--- src/rtl/wb_stage.sv ---
// Writeback stage: selects the instruction result, waits for and aligns load
// data, writes the register file, reports faulting loads and counts retirements.
module wb_stage #(
  parameter int XLEN    = 32,
  parameter int RADDR_W = 5,
  parameter int CNT_W   = 64,
  localparam int AL_W   = $clog2(XLEN / 8)
) (
  input  logic               clk,
  input  logic               rst,
  input  logic               in_valid,
  output logic               in_ready,
  input  logic [XLEN-1:0]    in_alu,
  input  logic [XLEN-1:0]    in_imm,
  input  logic [XLEN-1:0]    in_pc_imm,
  input  logic [XLEN-1:0]    in_pc4,
  input  logic [2:0]         in_sel,
  input  logic [RADDR_W-1:0] in_rd,
  input  logic               in_reg_wr,
  input  logic [1:0]         in_ld_size,
  input  logic               in_ld_unsigned,
  input  logic [AL_W-1:0]    in_addr_lo,
  input  logic               mem_rsp_valid,
  input  logic [XLEN-1:0]    mem_rsp_data,
  input  logic               mem_rsp_err,
  output logic               rf_wr_en,
  output logic [RADDR_W-1:0] rf_wr_addr,
  output logic [XLEN-1:0]    rf_wr_data,
  output logic               exc_load,
  output logic [CNT_W-1:0]   retire_cnt
);

  localparam logic [0:0] ST_IDLE = 1'b0;
  localparam logic [0:0] ST_WAIT = 1'b1;

  function automatic logic [XLEN-1:0] sel_result(input logic [2:0]      sel,
                                                 input logic [XLEN-1:0] alu,
                                                 input logic [XLEN-1:0] imm,
                                                 input logic [XLEN-1:0] pc_imm,
                                                 input logic [XLEN-1:0] pc4);
    case (sel)
      3'd1:    return imm;
      3'd2:    return pc_imm;
      3'd3:    return pc4;
      default: return alu;
    endcase
  endfunction

  // Mask keeps the loaded width; the complement of the mask carries the extension.
  function automatic logic [XLEN-1:0] align_load(input logic [XLEN-1:0] data,
                                                 input logic [1:0]      size,
                                                 input logic [AL_W-1:0] lo,
                                                 input logic            uns);
    logic [XLEN-1:0] shifted;
    logic [XLEN-1:0] mask;
    logic            sb;
    shifted = data >> {lo, 3'b000};
    case (size)
      2'd0:    begin mask = {XLEN{1'b1}} >> (XLEN - 8);  sb = shifted[7];      end
      2'd1:    begin mask = {XLEN{1'b1}} >> (XLEN - 16); sb = shifted[15];     end
      2'd2:    begin mask = {XLEN{1'b1}} >> (XLEN - 32); sb = shifted[31];     end
      default: begin mask = {XLEN{1'b1}};                sb = shifted[XLEN-1]; end
    endcase
    return (shifted & mask) | ((sb && !uns) ? ~mask : '0);
  endfunction

  function automatic logic load_fault(input logic [1:0] size, input logic [AL_W-1:0] lo);
    case (size)
      2'd0:    return 1'b0;
      2'd1:    return lo[0];
      2'd2:    return |lo[1:0];
      default: return (XLEN == 32) || (|lo);
    endcase
  endfunction

  logic [0:0]         state;
  logic [RADDR_W-1:0] pend_rd_p0;
  logic               pend_reg_wr_p0;
  logic [1:0]         pend_size_p0;
  logic               pend_uns_p0;
  logic [AL_W-1:0]    pend_lo_p0;

  logic               accept, is_load, ld_now, ld_resp, ld_done, nl_done;
  logic               ld_fault, wr_ok, waiting;
  logic [RADDR_W-1:0] cur_rd;
  logic               cur_reg_wr;
  logic [1:0]         cur_size;
  logic               cur_uns;
  logic [AL_W-1:0]    cur_lo;
  logic [XLEN-1:0]    wr_data;

  assign waiting  = (state == ST_WAIT);
  assign in_ready = (state == ST_IDLE);
  assign accept   = in_valid && in_ready;
  assign is_load  = (in_sel == 3'd4);
  assign nl_done  = accept && !is_load;
  assign ld_now   = accept && is_load && mem_rsp_valid;
  assign ld_resp  = waiting && mem_rsp_valid;
  assign ld_done  = ld_now || ld_resp;

  // A waited load completes from its latched attributes, a same-cycle one from the inputs.
  assign cur_rd     = waiting ? pend_rd_p0     : in_rd;
  assign cur_reg_wr = waiting ? pend_reg_wr_p0 : in_reg_wr;
  assign cur_size   = waiting ? pend_size_p0   : in_ld_size;
  assign cur_uns    = waiting ? pend_uns_p0    : in_ld_unsigned;
  assign cur_lo     = waiting ? pend_lo_p0     : in_addr_lo;

  assign ld_fault = load_fault(cur_size, cur_lo) || mem_rsp_err;
  assign wr_ok    = nl_done || (ld_done && !ld_fault);
  assign wr_data  = nl_done ? sel_result(in_sel, in_alu, in_imm, in_pc_imm, in_pc4)
                            : align_load(mem_rsp_data, cur_size, cur_lo, cur_uns);

  // Stage boundary: pending-load attributes captured at accept
  always_ff @(posedge clk) begin
    if (accept && is_load && !mem_rsp_valid) begin
      pend_rd_p0     <= in_rd;
      pend_reg_wr_p0 <= in_reg_wr;
      pend_size_p0   <= in_ld_size;
      pend_uns_p0    <= in_ld_unsigned;
      pend_lo_p0     <= in_addr_lo;
    end
  end

  // Stage boundary: register-file write port, exception pulse and retire count
  always_ff @(posedge clk or posedge rst) begin
    if (rst) begin
      state      <= ST_IDLE;
      rf_wr_en   <= 1'b0;
      rf_wr_addr <= '0;
      rf_wr_data <= '0;
      exc_load   <= 1'b0;
      retire_cnt <= '0;
    end else begin
      if (accept && is_load && !mem_rsp_valid)
        state <= ST_WAIT;
      else if (ld_resp)
        state <= ST_IDLE;
      rf_wr_en <= wr_ok && cur_reg_wr && (|cur_rd);
      exc_load <= ld_done && ld_fault;
      if (wr_ok) begin
        rf_wr_addr <= cur_rd;
        rf_wr_data <= wr_data;
        retire_cnt <= retire_cnt + CNT_W'(1);
      end
    end
  end

endmodule

--- config.mk ---
export PLATFORM = sky130hd
export DESIGN_NAME = wb_stage
export DESIGN_NICKNAME = d
export VERILOG_FILES = /design/src/rtl/wb_stage.sv
export SDC_FILE = /design/constraint.sdc
export NUM_CORES = 1
export LEC_CHECK = 0
export BUFFER_PORTS_ARGS = -buffer_cell sky130_fd_sc_hd__buf_2
export CAP_MARGIN = 20
export CORE_MARGIN = 2
export CORE_UTILIZATION = 44
export DETAILED_ROUTE_END_ITERATION = 10
export PLACE_DENSITY = 0.82
export SLEW_MARGIN = 15
export SYNTH_ARGS = -nofsm -noshare
export SYNTH_HDL_FRONTEND = slang
export SYNTH_SLANG_ARGS = --single-unit
--- constraint.sdc ---
create_clock -name clk -period 2.9 [get_ports clk]
set_input_delay 0.435 -clock clk [delete_from_list [all_inputs] [get_ports clk]]
set_output_delay 0.435 -clock clk [all_outputs]
set_load 0.01 [all_outputs]
; ---- Yosys cells after proc, flatten, opt, wreduce, memory -nomap -nowiden
; Index checks and enable logic that the tools add are counted.
[totals]
elab_cells = 58
out_inout_bits = 104
in_bits = 179
register_bits = 115
[op_classes]
muxes = 13
n_eq_ne = 6
addsub = 1
bitwise_logic = 4
reduce_logical = 22
shifts = 1
[op_table]
columns = cell, count
row1 = case mux 32 bit (3 select lines), 1
row2 = adder 64 x 1 -> 64 bit (second input constant), 1
row3 = 2-to-1 mux 32 bit, 2
row4 = case mux 32 bit (2 select lines), 1
row5 = AND 32 bit, 1
row6 = inverter 32 bit, 1
row7 = OR 32 bit, 1
row8 = right shift 32 x 5 -> 32 bit, 1
row9 = logical AND 1 bit, 11
row10 = == test 3 x 2 -> 1 bit (second input constant), 2
row11 = 2-to-1 mux 5 bit, 1
row12 = OR reduction 5 bit, 1
row13 = zero test 1 bit, 4
row14 = 2-to-1 mux 1 bit, 4
row15 = 2-to-1 mux 2 bit, 2
row16 = == test 3 x 1 -> 1 bit (second input constant), 1
row17 = == test 3 bit (second input constant), 1
row18 = logical OR 1 bit, 3
row19 = case mux 1 bit (3 select lines), 1
row20 = == test 2 x 1 -> 1 bit (second input constant), 1
row21 = == test 2 bit (second input constant), 1
row22 = zero test 2 bit, 1
row23 = case mux 1 bit (2 select lines), 1
row24 = nonzero test 2 bit, 1
row25 = other kinds (2), 2

; ---- Depth between registers and ports, before layout
[logic_depth]
depth_word = 9
mapped_depth = 10
ltp_nobuf = 6

; ---- Least setup slack after synthesis
; OpenSTA, ideal clock, no wires.
[synth_timing]
path_kind = reg-to-reg
from = register state
to = register rf_wr_data[24]
required_time_ns = 2.775
stages_incl_launch_ff = 8
setup_slack_ns = 0.520
setup_time_ns = 0.125
period_less_slack_ns = 2.380
t_arrival_ns = 2.255
path_buffers = 1
cell_sequence = dfrtp_1 > mux2i_2 > mux4_2 > nor2b_1 > o31a_4 > buf_6 > a211oi_2 > nor3_1
[synth_via]
elab_chain_len = 7
word_cells_on_any_way = 29
cone_classes = eq/ne (2) / shift (1) / mux (8) / bitwise (4) / reduce/logical (14)
[synth_rtl]
columns = item, line
row1 = "start, declared", 76  ; logic [0:0] state;
row2 = "start signal, assigned", 127  ; state <= ST_IDLE;
row3 = "start signal, assigned", 135  ; state <= ST_WAIT;
row4 = "start signal, assigned", 137  ; state <= ST_IDLE;
row5 = "2-to-1 mux 2 bit, or another cell as far along", 106  ; assign cur_lo = waiting ? pend_lo_p0 : in_addr_lo;
row6 = "right shift 32 x 5 -> 32 bit, or another cell as far along", 57  ; shifted = data >> {lo, 3'b000};
row7 = "case mux 1 bit (2 select lines), or another cell as far along", 58  ; case (size)
row8 = "logical AND 1 bit, or another cell as far along", 64  ; return (shifted & mask) | ((sb && !uns) ? ~mask : '0);
row9 = "2-to-1 mux 32 bit, or another cell as far along", 64
row10 = OR 32 bit / logical AND 1 bit (equally long branches), "64, 109"
row11 = 2-to-1 mux 32 bit / logical OR 1 bit (equally long branches), "110, 109"
row12 = "end signal, assigned", 142  ; rf_wr_data <= wr_data;
row13 = "end, declared", 28  ; output logic [XLEN-1:0] rf_wr_data,
; Several ways; a longest one is shown, not always the timed one.
; A chain may end at the register's enable or synchronous reset.

; ---- Worst setup path after layout
[layout_timing]
from = register state
to = register retire_cnt[32]
[layout_via]
elab_chain_len = 7
word_cells_on_any_way = 18
cone_classes = eq/ne (2) / mux (3) / bitwise (1) / reduce/logical (12)
[layout_rtl]
columns = item, line
row1 = "2-to-1 mux 2 bit, or another cell as far along", 104  ; assign cur_size = waiting ? pend_size_p0 : in_ld_size;
row2 = "== test 2 bit, or another cell as far along", 68  ; case (size)
row3 = case mux 1 bit (3 select lines) / logical AND 1 bit (equally long branches), "68, 97"
row4 = logical OR 1 bit / logical AND 1 bit (equally long branches), "108, 97"
row5 = zero test 1 bit / logical OR 1 bit (equally long branches), "109, 99"
row6 = logical AND 1 bit, 109  ; assign wr_ok = nl_done || (ld_done && !ld_fault);
row7 = logical OR 1 bit *, 109
row8 = "end signal, assigned", 143  ; retire_cnt <= retire_cnt + CNT_W'(1);
row9 = "end, declared", 30  ; output logic [CNT_W-1:0] retire_cnt
; Every way passes the cells marked *; elsewhere a longest branch is shown, timed or not.

==> results.toml <==
[timing]
rsz0062_at_grt = "no"
slew_violations = 0
skew_ns = 0.00892
hold_violations = 0
max_clock_freq_ghz = 0.381
relSlewSlack = 0.518
setup-violations-final = 0
worst_pin_slew_ns = 0.723
post-route-period-util = 0.905
fin_crit_ns = 2.62
tns_ns = 0

[cells_and_area]
seqCellArea_sq_um = 2930
layout_common_cells = "buf_2, dfrtp_1, a21oi_1"
multi_input_area_sq_um = 3780
nets = 1217
drive_gt1_frac = 0.350
syn_to_final_growth_pct = 33.7
fill_cells = 1349
fin_cells = 1262
final_common_cell = "buf_2"

[route]
post_drt_wl_per_cell_um = 18.4
vias_per_cell = 5.63
dr.first_iter.drc_count = 558
finalWirelength_mm = 23.3
route.antenna.remaining_nets = 0
via_count = 7110
dr.pass1.iters = 5
drc = 0

[clock_network]
postCtsHoldBufs = 0
post_cts_buffers = 0
path_clk_slew_ns = 0.06
cts_sinks = 115
insertion_delay_ns = 0.42
cts_tree = "yes"
clockBufferDepth = 2
h-tree-depth = 4
root_buffer = "clkbuf_16"
numCtsBuffers = 17
cts_resized = 0

[die]
dieArea_sq_um = 16800
core_sq_um = 15300
io_pins = 283
rows = 45
fp.dieW_um = 130
fp.dieH_um = 130
initial_utilization = 0.454

[setup_path]
cpMaxStageDelayCell = "a2111oi_4"
r2r-start = "state"
crit_family = "compound AO/OA/AOI/OAI gates"
arrival_ns = 2.97
critPathMaxFanout = 10
critPathCaptureType = "register"
critPathLaunchType = "register"
path_class = "reg2reg"
worst-r2r-setup-slack_ns = 0.28
crit_chain = "nor4_1 -> a21oi_1 -> a2111oi_4 -> o2111ai_1 -> nor3_1 -> xor2_1"
crit_required_ns = 3.24
r2r_end = "retire_cnt[32]"
worstRegToRegCells = 6
critical_path_buf_inv_count = 0
crit_path_max_incr_delay_ns = 0.63

[yosys]
synth_flop_cell = "dfrtp_1"
netlist_instances = 751
synth_area_per_cell_sq_um = 9.25
netlist_top_cells_area = "dfrtp_1, mux2i_1, a21oi_1, xnor2_1, edfxtp_1"
ys_seq_area_frac = 0.422
yosysWarnings = 0
syn_nets = 931
synth.top_cell.area_share = 0.375
synth_cell_types = 54
synthArstFlopShare = 0.904
synth_seq_cells = 115
yosys.area.top_type = "dfrtp_1"
syn_area_sq_um = 6950
synth-edff-count = 11

[placement]
dpl.hpwl_mm = 18.1
gp_congestion = 0.956
place.port_buffers = 282
dp_cells = 1229

[power]
power_per_cell_area_nw_per_um2 = 532
ir_drop_v = 0.000325
leakage_nw = 4.44

[outcome]
outcome = "completed"

[global_routing]
antenna_found_initial = 1
grtUsageTotal = 0.267
grt_overflow = 0
grt_max_degree = 54
grt_pass1_vias = 6628
grt_pass1_wl_mm = 34.4

[flow_run]
drv_cap = 0

[min_path]
hp-class = "in2async"
## flip-flops by register name (all words and copies together), names as in the netlist
| register | cells |
|---|---|
| pend_lo_p0 | 2 |
| rf_wr_data | 32 |
| rf_wr_addr | 5 |
| state | 1 |
| exc_load | 1 |
| pend_size_p0 | 2 |
| retire_cnt | 64 |
| pend_reg_wr_p0 | 1 |
| pend_rd_p0 | 5 |
| pend_uns_p0 | 1 |
| rf_wr_en | 1 |
## logic make-up after synthesis
kind of cell / share of synthesized area
simple gates: 0.200
compound gates: 0.170
flops: 0.422
xor+xnor: 0.0794
mux: 0.0922
buf+inv: 0.0348
fa+ha+maj: 0.00180
## worst register-to-register path, delay by kind of cell, from the launching register on
kind             cells  cell delay, ns
AO/OA/AOI/OAI        3            1.18
XOR/XNOR             1            0.18
flip-flops           1            0.51
AND/OR/NAND/NOR      2            0.69
## cells in the mapped netlist, types with 2 or more instances
| library cell | instances |
|---|---|
| nand3_1 | 41 |
| clkbuf_1 | 27 |
| inv_1 | 9 |
| a21oi_1 | 76 |
| xor2_1 | 20 |
| a2111oi_0 | 3 |
| and2_1 | 5 |
| mux2i_1 | 48 |
| a31oi_1 | 9 |
| or4_1 | 2 |
| o211ai_1 | 2 |
| a22oi_1 | 6 |
| o32ai_1 | 9 |
| mux2_2 | 9 |
| nor2_1 | 57 |
| dfrtp_1 | 104 |
| nand4_1 | 17 |
| and2_0 | 5 |
| and4_1 | 10 |
| nor3_1 | 22 |
| nand2_1 | 61 |
| nor4_1 | 3 |
| and3_1 | 13 |
| a211oi_2 | 2 |
| nor2b_1 | 34 |
| o221ai_1 | 24 |
| o2111ai_1 | 3 |
| xnor2_1 | 43 |
| edfxtp_1 | 11 |
| a211oi_1 | 7 |
| o21ai_0 | 29 |
| buf_1 | 6 |
| buf_2 | 13 |
## how the worst max path moves through the flow
stage / start / to / slack [ns] / cells after the start
2_1_floorplan: state / rf_wr_data[24] / 0.52 / 7
3_3_place_gp: in_sel[1] / retire_cnt[44] / 0.31 / 7
3_5_place_dp: in_sel[0] / retire_cnt[42] / 0.23 / 7
4_1_cts: state / retire_cnt[32] / 0.32 / 6
5_1_grt: state / retire_cnt[32] / 0.1 / 6
6_report: state / retire_cnt[32] / 0.28 / 6
## power breakdown
part           internal, W  total [W]  switching [W]  leakage [nW]
Sequential         0.00176    0.00188       0.000118          1.44
Clock              0.00134    0.00209       0.000754         0.283
Combinational     0.000417   0.000967       0.000550          2.72
Total              0.00351    0.00494        0.00142          4.44
## metal layers
layer  routed length (um)  share of wire  vias up  GRT usage
li1                     -              -     3324          -
met1                 8760           0.38     3402      0.300
met2                12000           0.52      327      0.482
met3                 1660          0.071       57     0.0566
met5                    0              0        -          0
met4                  835          0.036        0      0.127
## area by class of cell
type                       instances  share of cell area
antenna                            1            0.000270
clock buffer                      17              0.0458
clock inverter                    15              0.0179
inverter                           9             0.00404
multi-input combinational        579               0.408
sequential                       115               0.316
tap                              211              0.0284
timing repair buffer             315               0.180
## through the flow
step / total power, W / instance area, sq um / setup WS, ns / utilization / hold WS [ns]
final: 0.00494 / 9290 / 0.276 / 0.606 / 0.205
after floorplan: 0.00239 / 6950 / 0.520 / - / 0.501
after global placement: 0.00285 / 8690 / 0.311 / 0.567 / 0.453
after CTS: 0.00498 / 9280 / 0.323 / 0.606 / 0.185
after detailed placement: 0.00287 / 8690 / 0.234 / 0.567 / 0.452
after global routing: 0.00515 / 9290 / 0.0961 / 0.606 / 0.196
No activity file was read; power rests on OpenSTA's default activity.
